--- src/rtl/fpd_iterative.sv ---
// Iterative FP32 divider: radix-2 restoring mantissa division, one quotient bit
// per clock, truncating, no denormals (exponent field 0 is treated as zero).
module fpd_iterative (
  input  logic        clk,
  input  logic        rst,
  input  logic        start,
  input  logic [31:0] A,
  input  logic [31:0] B,
  output logic [31:0] quotient,
  output logic        done,
  output logic        busy,
  output logic        div_by_zero,
  output logic        overflow
);

  typedef enum logic [1:0] {IDLE, DIVIDE, NORM, DONE} state_t;

  state_t             state_q, state_d;
  logic               sign_q, sign_d;
  logic [7:0]         ea_q, ea_d, eb_q, eb_d;
  logic [23:0]        mb_q, mb_d;
  logic [24:0]        r_q, r_d, q_q, q_d;
  logic [4:0]         cnt_q, cnt_d;
  logic               spec_q, spec_d, spec_dz_q, spec_dz_d;
  logic [31:0]        quot_q, quot_d;
  logic               dbz_q, dbz_d, ovf_q, ovf_d;

  logic               a_zero, b_zero, geq;
  logic [24:0]        r_sub, r_keep;
  logic signed [9:0]  e_base, e_n;
  logic [22:0]        frac;

  assign a_zero = (A[30:23] == 8'd0);
  assign b_zero = (B[30:23] == 8'd0);
  assign geq    = (r_q >= {1'b0, mb_q});
  assign r_sub  = r_q - {1'b0, mb_q};
  assign r_keep = geq ? r_sub : r_q;

  assign e_base = $signed({2'b00, ea_q}) - $signed({2'b00, eb_q}) + 10'sd127;
  assign e_n    = q_q[24] ? e_base : e_base - 10'sd1;
  assign frac   = q_q[24] ? q_q[23:1] : q_q[22:0];

  always_comb begin
    state_d   = state_q;
    sign_d    = sign_q;
    ea_d      = ea_q;
    eb_d      = eb_q;
    mb_d      = mb_q;
    r_d       = r_q;
    q_d       = q_q;
    cnt_d     = cnt_q;
    spec_d    = spec_q;
    spec_dz_d = spec_dz_q;
    quot_d    = quot_q;
    dbz_d     = dbz_q;
    ovf_d     = ovf_q;

    case (state_q)
      DIVIDE: begin
        q_d   = {q_q[23:0], geq};
        // r_keep < mb < 2^24 here, so bit 24 is always clear before the shift
        r_d   = {r_keep[23:0], 1'b0};
        cnt_d = cnt_q + 5'd1;
        if (cnt_q == 5'd24) state_d = NORM;
      end
      NORM: begin
        state_d = DONE;
        if (spec_q) begin
          if (spec_dz_q) begin
            quot_d = {sign_q, 8'hFF, 23'd0};
            dbz_d  = 1'b1;
          end else begin
            quot_d = '0;
          end
        end else if (e_n >= 10'sd255) begin
          quot_d = {sign_q, 8'hFF, 23'd0};
          ovf_d  = 1'b1;
        end else if (e_n <= 10'sd0) begin
          quot_d = '0;
        end else begin
          quot_d = {sign_q, e_n[7:0], frac};
        end
      end
      DONE:    state_d = IDLE;
      default: state_d = IDLE;
    endcase

    // Both IDLE and DONE are not-busy, so either may accept a new operation.
    if (start && (state_q == IDLE || state_q == DONE)) begin
      state_d   = (a_zero || b_zero) ? NORM : DIVIDE;
      sign_d    = A[31] ^ B[31];
      ea_d      = A[30:23];
      eb_d      = B[30:23];
      mb_d      = {1'b1, B[22:0]};
      r_d       = {2'b01, A[22:0]};
      q_d       = '0;
      cnt_d     = '0;
      spec_d    = a_zero || b_zero;
      spec_dz_d = b_zero;
      dbz_d     = 1'b0;
      ovf_d     = 1'b0;
    end
  end

  always_ff @(posedge clk or posedge rst) begin
    if (rst) begin
      state_q   <= IDLE;
      sign_q    <= 1'b0;
      ea_q      <= '0;
      eb_q      <= '0;
      mb_q      <= '0;
      r_q       <= '0;
      q_q       <= '0;
      cnt_q     <= '0;
      spec_q    <= 1'b0;
      spec_dz_q <= 1'b0;
      quot_q    <= '0;
      dbz_q     <= 1'b0;
      ovf_q     <= 1'b0;
    end else begin
      state_q   <= state_d;
      sign_q    <= sign_d;
      ea_q      <= ea_d;
      eb_q      <= eb_d;
      mb_q      <= mb_d;
      r_q       <= r_d;
      q_q       <= q_d;
      cnt_q     <= cnt_d;
      spec_q    <= spec_d;
      spec_dz_q <= spec_dz_d;
      quot_q    <= quot_d;
      dbz_q     <= dbz_d;
      ovf_q     <= ovf_d;
    end
  end

  assign quotient    = quot_q;
  assign div_by_zero = dbz_q;
  assign overflow    = ovf_q;
  assign done        = (state_q == DONE);
  assign busy        = (state_q == DIVIDE) || (state_q == NORM);

endmodule

--- config.mk ---
export PLATFORM = sky130hd
export DESIGN_NAME = fpd_iterative
export DESIGN_NICKNAME = d
export VERILOG_FILES = /design/src/rtl/fpd_iterative.sv
export SDC_FILE = /design/constraint.sdc
export NUM_CORES = 1
export LEC_CHECK = 0
export BUFFER_PORTS_ARGS = -buffer_cell sky130_fd_sc_hd__buf_2
export CAP_MARGIN = 20
export CORE_UTILIZATION = 60
export DETAILED_ROUTE_END_ITERATION = 10
export GPL_TIMING_DRIVEN = 0
export PLACE_DENSITY = 0.9
export RECOVER_POWER = 100
export SETUP_SLACK_MARGIN = 0.3
export SLEW_MARGIN = 10
export SYNTH_ARGS = -nofsm -noshare
export SYNTH_HDL_FRONTEND = slang
export SYNTH_SLANG_ARGS = --single-unit
--- constraint.sdc ---
create_clock -name clk -period 5.9 [get_ports clk]
set_input_delay 0.59 -clock clk [delete_from_list [all_inputs] [get_ports clk]]
set_output_delay 0.59 -clock clk [all_outputs]
set_load 0.03 [all_outputs]
* After elaboration in Yosys (flattened, before gate mapping)
Index checks and enable logic that the tools add are counted.
** Storage, ports and cells
- Flip-flop bits (word level) :: 134
- Input bits :: 67
- Word-level logic and storage cells :: 67
** Operators by class
- Add/sub/neg operators :: 5
- Magnitude comparators :: 3
- Equality and inequality tests :: 6
- Muxes and demuxes :: 25
- Bitwise gates (word level) :: 1
- Reductions and logical operators :: 14
** Operators with widths (count)
- two-way mux 32 bit :: 4
- two-way mux 25 bit :: 4
- >= comparator 25 x 24 -> 1 bit :: 1
- two-way mux 24 bit :: 1
- subtractor 24 bit :: 1
- two-way mux 23 bit :: 1
- logical NOT 8 bit :: 2
- adder 9 x 8 -> 10 bit, second input constant :: 1
- >= comparator 10 x 9 -> 1 bit, second input constant :: 1
- less-or-equal comparator 10 x 1 -> 1 bit, second input constant :: 1
- two-way mux 10 bit :: 1
- two-way mux 5 bit :: 2
- nonzero test 2 bit :: 5
- subtractor 10 x 2 -> 10 bit, second input constant :: 1
- subtractor 8 x 8 -> 9 bit :: 1
- two-way mux 1 bit :: 8
- two-way mux 2 bit :: 3
- AND reduction 3 bit :: 2
- adder 5 x 1 -> 5 bit, second input constant :: 1
- == test 5 bit, second input constant :: 1
- == test 2 bit, second input constant :: 2
- case mux 2 bit (2 select lines) :: 1
- logical OR 1 bit :: 3
- inequality test 3 bit, second input constant :: 1
- 5 further kinds :: 5

* Depth between registers and ports, before layout
- Depth in word-level cells :: 9
- Depth in mapped cells :: 16

* Worst setup path before layout
No wires, ideal clock.
- Path type :: flip-flop to flip-flop
- Start :: register ea_q[0]
- End :: register quot_q[25] (netlist: quotient[25])
- Setup time :: 0.141 ns
- Data arrival time :: 3.272 ns
- Path slack :: 2.487 ns
- Cell stages (with the launch flop) :: 17
- Buffers on the path :: 1
- Clock period less this slack :: 3.413 ns
- Path through :: dfrtp_1 inv_1 ha_1 inv_1 fa_1 inv_1 ha_1 or3b_1 nor2_4 nor2_2 nor3_2 xnor2_1 o41ai_2 and3_1 buf_6 a31o_4 o221ai_2
** Between the ends
- Word-level cells in the longest chain between the ends :: 8
- Elaborated cells on any way between the ends :: 9
- Those cells by class :: add/sub (3); order compare (2); mux (4)
** Ends and longest elaborated chain
- from (decl) :: RTL line 20 : logic [7:0] ea_q, ea_d, eb_q, eb_d;
- from (signal assigned) :: RTL line 109 : ea_q <= '0;
- from (signal assigned) :: RTL line 123 : ea_q <= ea_d;
- subtractor 8 x 8 -> 9 bit (*) :: RTL line 39 : assign e_base = $signed({2'b00, ea_q}) - $signed({2'b00, eb_q}) + 10'sd127;
- adder 9 x 8 -> 10 bit (*) :: RTL line 39
- subtractor 10 x 2 -> 10 bit :: RTL line 40 : assign e_n = q_q[24] ? e_base : e_base - 10'sd1;
- two-way mux 10 bit (*) :: RTL line 40
- less-or-equal comparator 10 x 1 -> 1 bit :: RTL line 78 : end else if (e_n <= 10'sd0) begin
- two-way mux 32 bit :: RTL line 78
- two-way mux 32 bit (*) :: RTL line 75 : end else if (e_n >= 10'sd255) begin
- two-way mux 32 bit (*) :: RTL line 68 : if (spec_q) begin
- to (signal assigned) :: RTL line 131 : quot_q <= quot_d;
- to (decl) :: RTL line 25 : logic [31:0] quot_q, quot_d;
Every way passes the cells marked *; elsewhere a longest branch is shown, timed or not.
A chain may end at the register's enable or synchronous reset.

* Final worst setup path
- Start :: register ea_q[0]
- End :: register quot_q[12] (netlist: quotient[12])
Same word-level chain as after synthesis.

==> impl_metrics.env <==
export IMPL_crit_type="register to register"
export IMPL_avgSynthCellArea_um2=9.29
export IMPL_synth_main_ff_cell="dfrtp_1"
export IMPL_netlist_area_um2=7990
export IMPL_pin_count=103
export IMPL_setup_ws_ns=1.49
export IMPL_initial_core_util=0.623
export IMPL_clk_latency_ns=0.43
export IMPL_synth_edf_count=0
export IMPL_dp_slack_ns=2.16
export IMPL_wirelength_um=20300
export IMPL_first_iter_violations=682
export IMPL_avgViaCountPerCell=6.00
export IMPL_multiInputGateArea_um2=4080
export IMPL_grt_ovfl_total=0
export IMPL_core_um2=12800
export IMPL_status="finished with violations"
export IMPL_yosys_warnings=0
export IMPL_num_fill_cells=956
export IMPL_min_delay_path_class="input port to register"
export IMPL_finalNetCount=1090
export IMPL_synthArstFlopShare=1.00
export IMPL_crit_path_top_delay_cell="fa_1"
export IMPL_track_usage=0.303
export IMPL_rows=41
export IMPL_gp_congestion=0.932
export IMPL_synth_cells=860
export IMPL_clock_tree_root_cell="clkbuf_16"
export IMPL_crit_fanout=10
export IMPL_grt_pass1_vias=6833
export IMPL_path_depth=16
export IMPL_grt_setup_unrepaired="no"
export IMPL_critPathTopFamily="simple AND/OR/NAND/NOR gates"
export IMPL_htree_levels=4
export IMPL_finalHoldViolCount=0
export IMPL_ff_latch_area_um2=3350
export IMPL_area_delta_synth_final_pct=15.0
export IMPL_synth_seq_area_share=0.420
export IMPL_drive_above_1_share=0.119
export IMPL_ys_seq_elements=134
export IMPL_holdPathStages=3
export IMPL_cts_tree="built"
export IMPL_setup_viol=0
export IMPL_crit_arrival_ns=4.69
export IMPL_cts_setup_buffers=0
export IMPL_period_minus_slack_ns=4.41
export IMPL_post_cts_resized=0
export IMPL_clockBufferDepth=2
export IMPL_drtAntennaViolNets=0
export IMPL_violations="capacitance limit, slew limit"
export IMPL_end_kind="register"
export IMPL_maxSlewHeadroom=-1.01
export IMPL_critPathBufInv=4
export IMPL_fin_crit_sh=0.748
export IMPL_r2r_cells=16
export IMPL_dr_pass1_iters=5
export IMPL_hpwlAfterDp_um=14000
export IMPL_required_ns=6.18
export IMPL_hp_start="B[14]"
export IMPL_setup_worst_path_start="ea_q[0]"
export IMPL_fmax_mhz=227
export IMPL_grt_max_degree=69
export IMPL_clk_pin_slew_ns=0.06
export IMPL_io_buffers=102
export IMPL_r2r_start="ea_q[0]"
export IMPL_cp_start_kind="register"
export IMPL_setup_tns_ns=0
export IMPL_cts_buffers=17
export IMPL_drc=0
export IMPL_cpMostUsedCell="inv_1"
export IMPL_grt_first_pass_wirelength_um=33300
export IMPL_synth_cell_type_count=68
export IMPL_drt_wirelength_per_cell_um=17.4
export IMPL_finClkSkew_ns=0.00633
export IMPL_path_cells="inv_1 -> ha_1 -> inv_1 -> fa_1 -> inv_1 -> ha_1 -> or3b_1 -> nor2_1 -> nor2_1 -> nor3_1 -> xnor2_1 -> o41ai_1 -> nor3b_1 -> a21oi_1 -> clkbuf_1 -> o22ai_1"
export IMPL_vias=6997
export IMPL_antenna_found_initial=0
export IMPL_syn_nets=968
export IMPL_tightest_slew_ns=3.00
export IMPL_cts_num_sinks=134
export IMPL_die_h_um=117
export IMPL_hold_buffers=0
export IMPL_cap_violations=1
export IMPL_cpPeakStageDelay_ns=0.50
export IMPL_drv_slew=67
export IMPL_diodes=0
export IMPL_dieArea_um2=13800
export IMPL_die_x_um=117
-- metal layers --
layer	part of all wire	wire length [um]	global-route usage
met2	0.48	9770	0.488
met1	0.43	8720	0.403
met4	0.017	346	0.115
met3	0.072	1470	0.0603
met5	0	0	0
-- cells by family after synthesis --
group,count (synthesis),synth area share
flip-flops,134,0.420
multiplexers,61,0.0764
XOR/XNOR,39,0.0490
AND/OR/NAND/NOR,240,0.148
AO/OA/AOI/OAI,221,0.180
adder cells (fa/ha/maj),41,0.0661
buffers and inverters,124,0.0606
-- flip-flops by register name (all words and copies together), names as in the netlist --
| name | cells |
|---|---|
| overflow | 1 |
| eb_q | 8 |
| spec_q | 1 |
| quotient | 32 |
| cnt_q | 5 |
| q_q | 25 |
| spec_dz_q | 1 |
| ea_q | 8 |
| div_by_zero | 1 |
| r_q | 25 |
| sign_q | 1 |
| mb_q | 24 |
| state_q | 2 |
-- metrics by stage --
stage	hold slack [ns]	std cells	util	instance area [um2]
floorplan	0.418	860	-	7990
global placement	0.434	1134	0.680	8710
detailed placement	0.446	1135	0.682	8750
CTS	0.279	1167	0.726	9310
global route	0.373	1167	0.716	9190
finish	0.361	1167	0.716	9190
-- final cells by class --
| cell class | instances | area share |
|---|---|---|
| multi-input cells | 602 | 0.444 |
| plain buffers | 40 | 0.0174 |
| flip-flops and latches | 134 | 0.365 |
| repair buffers | 103 | 0.0537 |
| inverters | 84 | 0.0345 |
| clock inverters | 12 | 0.0131 |
| well taps | 172 | 0.0234 |
| clock buffers | 20 | 0.0486 |
-- worst min-delay path, stage by stage --
cell     delay [ns]
buf_2          0.07
nand2_1        0.03
o21ai_0        0.06
-- synth_stat cells, drive strengths merged (6+ instances only) --
library cell	count	area (um2)
dfrtp	134	3350
nand2	95	357
inv	84	315
o21ai	84	420
mux2i	61	611
nor2	56	228
a21oi	44	224
ha	39	488
clkbuf	29	110
o22ai	27	175
xnor2	21	191
xor2	17	175
nor3b	14	105
or3	13	81.3
buf	11	58.8
a21o	10	75.1
nand2b	10	62.6
nor4	8	50.1
o221ai	8	120
a211oi	7	67.6
nand4	6	37.5
nor2b	6	37.5
nor3	6	35.0
-- placed cells by master (no fill, tap or decap), types with 13 or more instances in the layout --
| cell type | netlist | layout |
|---|---|---|
| buf_2 | 2 | 67 |
| nor3b_1 | 14 | 14 |
| o22ai_1 | 26 | 26 |
| dfrtp_1 | 134 | 134 |
| clkbuf_1 | 28 | 71 |
| mux2i_1 | 61 | 61 |
| ha_1 | 39 | 39 |
| o21ai_0 | 71 | 80 |
| xor2_1 | 15 | 15 |
| xnor2_1 | 20 | 20 |
| clkbuf_16 | 0 | 17 |
| inv_1 | 84 | 83 |
| a21oi_1 | 43 | 44 |
| or3_1 | 13 | 13 |
| nor2_1 | 53 | 55 |
| nand2_1 | 95 | 95 |
-- final timing paths --
check,to,slack [ns]
min in group asynchronous,quotient[12],1.02
worst min-delay path,mb_q[14],0.36
max in group asynchronous,r_q[12],3.52
worst min register to register,mb_q[23],0.46
worst max register to register,quotient[12],1.49
worst max-delay path,quotient[12],1.49
Power is left out: the tool's default activity adds up to more than one toggle a clock period on the data nets, which glitch-free logic cannot reach.
